$ cat config.mk
export PLATFORM = sky130hd
export DESIGN_NAME = multicycle_chunk_adder
export DESIGN_NICKNAME = d
export VERILOG_FILES = /design/src/rtl/multicycle_chunk_adder.sv
export SDC_FILE = /design/constraint.sdc
export NUM_CORES = 1
export LEC_CHECK = 0
export CORE_ASPECT_RATIO = 1.1
export CORE_MARGIN = 5
export CORE_UTILIZATION = 50
export DETAILED_ROUTE_END_ITERATION = 16
export PLACE_DENSITY = 0.86
export SLEW_MARGIN = 20
export SYNTH_ARGS = -nofsm -noshare
export SYNTH_HDL_FRONTEND = slang
export SYNTH_SLANG_ARGS = --single-unit
$ cat constraint.sdc
create_clock -name clk -period 7.2 [get_ports clk]
set_input_delay 1.44 -clock clk [delete_from_list [all_inputs] [get_ports clk]]
set_output_delay 1.44 -clock clk [all_outputs]
set_load 0.02 [all_outputs]
$ cat src/rtl/multicycle_chunk_adder.sv
// multicycle_chunk_adder
//   Adds two WIDTH-bit operands CHUNK bits per clock, least-significant chunk
//   first, with one carry register linking the chunks. Handshake: start is
//   accepted only while idle; busy covers the NCHUNK add cycles; done pulses
//   for one cycle when sum/carryout/overflow are valid.
//   WIDTH must be an integer multiple of CHUNK.
//
// Optional feature macro: ADDER_SUB_EN
//   When defined, adds input 'sub'. With sub=1 the block computes a + ~b + 1
//   and carryin is ignored.
//
// Ports:
//   clk       in   clock, rising edge
//   reset     in   synchronous active-high reset
//   start     in   operation request, sampled only while busy=0
//   a, b      in   WIDTH-bit operands, latched at the accepting edge
//   carryin   in   carry into bit 0, latched at the accepting edge
//   sub       in   (ADDER_SUB_EN only) subtract select, latched with a/b
//   busy      out  high while chunks are being processed
//   done      out  one-cycle result-valid pulse
//   sum       out  WIDTH-bit registered result
//   carryout  out  carry out of bit WIDTH-1
//   overflow  out  signed overflow (carry into MSB xor carryout)
module multicycle_chunk_adder #(
  parameter int unsigned WIDTH = 32,
  parameter int unsigned CHUNK = 4
) (
  input  logic             clk,
  input  logic             reset,
  input  logic             start,
  input  logic [WIDTH-1:0] a,
  input  logic [WIDTH-1:0] b,
  input  logic             carryin,
`ifdef ADDER_SUB_EN
  input  logic             sub,
`endif
  output logic             busy,
  output logic             done,
  output logic [WIDTH-1:0] sum,
  output logic             carryout,
  output logic             overflow
);

  localparam int unsigned NCHUNK = WIDTH / CHUNK;
  localparam int unsigned CW     = (NCHUNK > 1) ? $clog2(NCHUNK) : 1;

  typedef enum logic {
    IDLE = 1'b0,
    RUN  = 1'b1
  } state_t;

  state_t           state;
  logic [WIDTH-1:0] a_q;
  logic [WIDTH-1:0] b_q;
  logic             carry_q;
  logic [CW-1:0]    cnt;

  // Operand B and initial carry as seen by the datapath (inverted B for subtract)
  logic [WIDTH-1:0] b_in_c;
  logic             cin_c;

  always_comb begin
    b_in_c = b;
    cin_c  = carryin;
`ifdef ADDER_SUB_EN
    if (sub) begin
      b_in_c = ~b;
      cin_c  = 1'b1;
    end
`endif
  end

  // Current chunk slice and its CHUNK+1 bit sum
  logic [31:0]      shamt_c;
  logic [WIDTH-1:0] a_sh_c;
  logic [WIDTH-1:0] b_sh_c;
  logic [CHUNK-1:0] a_chunk_c;
  logic [CHUNK-1:0] b_chunk_c;
  logic [CHUNK:0]   chunk_sum_c;
  logic [WIDTH-1:0] slot_mask_c;
  logic [WIDTH-1:0] slot_val_c;
  logic             last_c;

  always_comb begin
    shamt_c     = 32'(cnt) * CHUNK;
    a_sh_c      = a_q >> shamt_c;
    b_sh_c      = b_q >> shamt_c;
    a_chunk_c   = a_sh_c[CHUNK-1:0];
    b_chunk_c   = b_sh_c[CHUNK-1:0];
    chunk_sum_c = {1'b0, a_chunk_c} + {1'b0, b_chunk_c} + {{CHUNK{1'b0}}, carry_q};
    slot_mask_c = WIDTH'({CHUNK{1'b1}}) << shamt_c;
    slot_val_c  = WIDTH'(chunk_sum_c[CHUNK-1:0]) << shamt_c;
    last_c      = (cnt == CW'(NCHUNK - 1));
  end

  // Control FSM and datapath registers
  always_ff @(posedge clk) begin
    if (reset) begin
      state    <= IDLE;
      a_q      <= '0;
      b_q      <= '0;
      carry_q  <= 1'b0;
      cnt      <= '0;
      busy     <= 1'b0;
      done     <= 1'b0;
      sum      <= '0;
      carryout <= 1'b0;
      overflow <= 1'b0;
    end else begin
      done <= 1'b0;
      case (state)
        IDLE: begin
          if (start) begin
            a_q     <= a;
            b_q     <= b_in_c;
            carry_q <= cin_c;
            sum     <= '0;
            cnt     <= '0;
            busy    <= 1'b1;
            state   <= RUN;
          end
        end
        RUN: begin
          sum     <= (sum & ~slot_mask_c) | slot_val_c;
          carry_q <= chunk_sum_c[CHUNK];
          cnt     <= cnt + CW'(1);
          if (last_c) begin
            // Carry into the MSB is recovered from the MSB sum bit and its inputs
            carryout <= chunk_sum_c[CHUNK];
            overflow <= a_chunk_c[CHUNK-1] ^ b_chunk_c[CHUNK-1]
                      ^ chunk_sum_c[CHUNK-1] ^ chunk_sum_c[CHUNK];
            cnt      <= '0;
            busy     <= 1'b0;
            done     <= 1'b1;
            state    <= IDLE;
          end
        end
        default: state <= IDLE;
      endcase
    end
  end

endmodule

==> flow_summary.yaml <==
status:
  run_status: "completed"
global_route:
  grt_pass1_vias: 3760
  met2_usage_pct: 32.17
  grt_pass1_wl_mm: 17.78
  grtUsageTotal_pct: 19.95
  met1_usage_pct: 26.54
  grt_use_met3_pct: 3.398
  grt-busiest-layer: "met2"
  gr-total-overflow: 0
  grt_max_degree: 114
  antenna_found_initial: 0
sta:
  finClkSkew_ns: 0.01253
  max_freq_mhz: 281.3
  min_period_ns: 3.555
  setup-tns-final_ns: 0
  fin_crit_sh_pct: 49.38
  setup_viol: 0
  finalHoldViolCount: 0
  tightestPinTransition_ns: 1.065
  rsz0062_at_grt: "false"
  max-slew-margin-rel_pct: 29.01
  setup_slack_ns: 3.645
  drv_slew: 0
placed_design:
  dpl.cell_count: 694
  routabilityCongestion: 0.8814
  hpwl_mm: 7.861
  place_worst_setup_slack_ns: 3.719
  io_buffers: 103
floorplanning:
  start_util_pct: 51.31
  num_io_pins: 104
  core_area_um2: 8874
  die_h_um: 110.1
  die_x_um: 101.0
  rows: 36
  dieArea_um2: 11120
cts:
  clk_latency_ns: 0.36
  cts_resized: 0
  cts_tree: "yes"
  clk_path_buf_depth: 2
  cts_sinks: 105
  cts-hold-fix-buffers: 0
  clk_pin_slew_ns: 0.10
  numCtsBuffers: 9
  cts_root_buf: "clkbuf_8"
  post_cts_buffers: 0
  cts-htree-levels: 3
worst_hold_path:
  hold_class: "reg -> reg"
detailed_routing:
  drc_errors: 0
  drt_pass1_iterations: 5
  routedWlPerCell_um: 15.45
  drt-total-wl_mm: 10.95
  routed-via-count: 3908
  vias_per_cell: 5.512
  drt_iter0_markers: 215
  ant_nets: 0
yosys:
  syn-instance-count: 511
  synth_most_common_cell: "nand2_1"
  synth_compound_area_share_pct: 15.44
  synthArstFlopShare_pct: 0
  synth-seq-cells: 105
  ys.flop_type: "dfxtp_1"
  synth_commonest_cells: "nand2_1 (159), dfxtp_1 (105), a21oi_1 (71), nor2_1 (36), a22oi_1 (16)"
  synth_top_area_share_pct: 46.17
  synth-seq-area-share_pct: 46.17
  ys_types: 39
  post_synth_fa_ha_maj_area_fraction_pct: 3.353
  synth_top_family_by_area: "simple AND/OR/NAND/NOR gates"
  yosys_warnings: 0
  netlist_area_um2: 4553
  synth_largest_area_cell: "dfxtp_1"
  synth-edff-count: 0
  syn-num-nets: 590
  avgSynthCellArea_um2: 8.910
  synth_area_leaders: "dfxtp_1 (46%), nand2_1 (13%), a21oi_1 (7.8%)"
  synthMuxAreaShare_pct: 8.904
  post_synth_xor_area_fraction_pct: 0.7420
  synthSimpleGateAreaFrac_pct: 20.01
power:
  power_density_nw_per_um2: 196.7
  sequentialPowerShare_pct: 55.6
  pwr-share-comb_pct: 14.7
  switching_share_pct: 26.13
  p_switching_mw: 0.2931
  intPower_mw: 0.8287
  leakagePower_nw: 2.139
  total_power_mw: 1.122
  power_frac_clock_pct: 29.7
  peakVddDrop_uv: 93.25
worst_setup_path:
  crit_type: "reg -> reg"
  crit_fanout: 13
  required_ns: 7.42
  worst_ep_arrival_time_ns: 3.77
  worstSetupStartpointType: "flip-flop"
  cp-end-kind: "flip-flop"
cells_and_area:
  nets: 670
  syn2layout_area_growth_pct: 25.23
  fin_cells: 709
  diodes: 0
  drive_gt1_share_pct: 5.378
run:
  cap_violations: 0
## per-stage QoR
step / hold slack, ns / utilization [%] / cell area, um2
CTS: 0.4568 / 64.23 / 5699
finish: 0.4558 / 64.26 / 5702
global route: 0.4744 / 64.26 / 5702
floorplan: 0.4315 / - / 4553
global placement: 0.4379 / 62.20 / 5519
detailed placement: 0.4426 / 62.20 / 5519
## kinds of logic (layout without fill, tap and decap cells)
kind of cell,Yosys count,count (layout)
AO/OA/AOI/OAI,116,116
multiplexers,16,16
buffers and inverters,40,124
AND/OR/NAND/NOR,220,220
flip-flops,105,105
adder cells (fa/ha/maj),11,11
XOR/XNOR,3,3
## cells in the final DEF (no fill, tap or decap), drive strengths merged, types with 2 or more instances in the layout
cell	Yosys	final
nor2b	3	3
inv	2	3
a31oi	3	3
nor2	39	39
nand2	159	159
a22oi	16	16
dfxtp	105	105
a32oi	8	8
clkbuf	13	12
a21o	2	2
mux4	16	16
nand2b	2	2
fa	2	2
xnor2	2	2
and3	2	2
buf	24	4
clkdlybuf4s50	0	102
nand3b	8	8
a21oi	73	73
nand3	3	3
o31ai	7	7
clkinv	1	2
ha	9	9
a211oi	4	4
## final cells by class
class,count,area (um2)
Sequential cell,105,2102
Fill cell,736,3172
Timing Repair Buffer,106,1051
Multi-Input combinational cell,366,2215
Clock buffer,12,155.1
Tap cell,114,142.6
Clock inverter,3,25.02
Inverter,3,11.26
## power groups by stage
stage,combinational [mW],clock [mW],sequential (mW)
final,0.165,0.334,0.624
after global routing,0.180,0.362,0.627
after CTS,0.164,0.341,0.623
after detailed placement,0.163,0,0.637
after global placement,0.160,0,0.635
after floorplan,0.108,0,0.631
## metal layers
| metal | vias up | wire length, um |
|---|---|---|
| met4 | 0 | 257 |
| met2 | 161 | 5232 |
| met5 | - | 0 |
| li1 | 1916 | - |
| met3 | 24 | 746 |
| met1 | 1807 | 4716 |
## critical path, cell delays in order (launching register included)
cell	delay [ns]
dfxtp_1	0.70
buf_4	0.35
mux4_1	0.57
nand2_1	0.08
nand2_1	0.09
fa_1	0.43
fa_1	0.42
xnor2_1	0.22
and2b_1	0.26
a22oi_1	0.23
nor2_1	0.06
## flip-flops by register name, summed over array words and instances, names as in the netlist, 3 cells and up
name and count:
sum 32, cnt 3, a_q 32, b_q 32
## worst paths after layout
check	from	end	depth (start not counted)	slack (ns)
worst max-delay path	cnt[0]	sum[6]	10	3.64
worst min-delay path	b_q[7]	b_q[7]	2	0.46
worst max register to register	cnt[0]	sum[6]	10	3.64
worst min register to register	b_q[7]	b_q[7]	2	0.46
(Power assumes the default switching activity.)
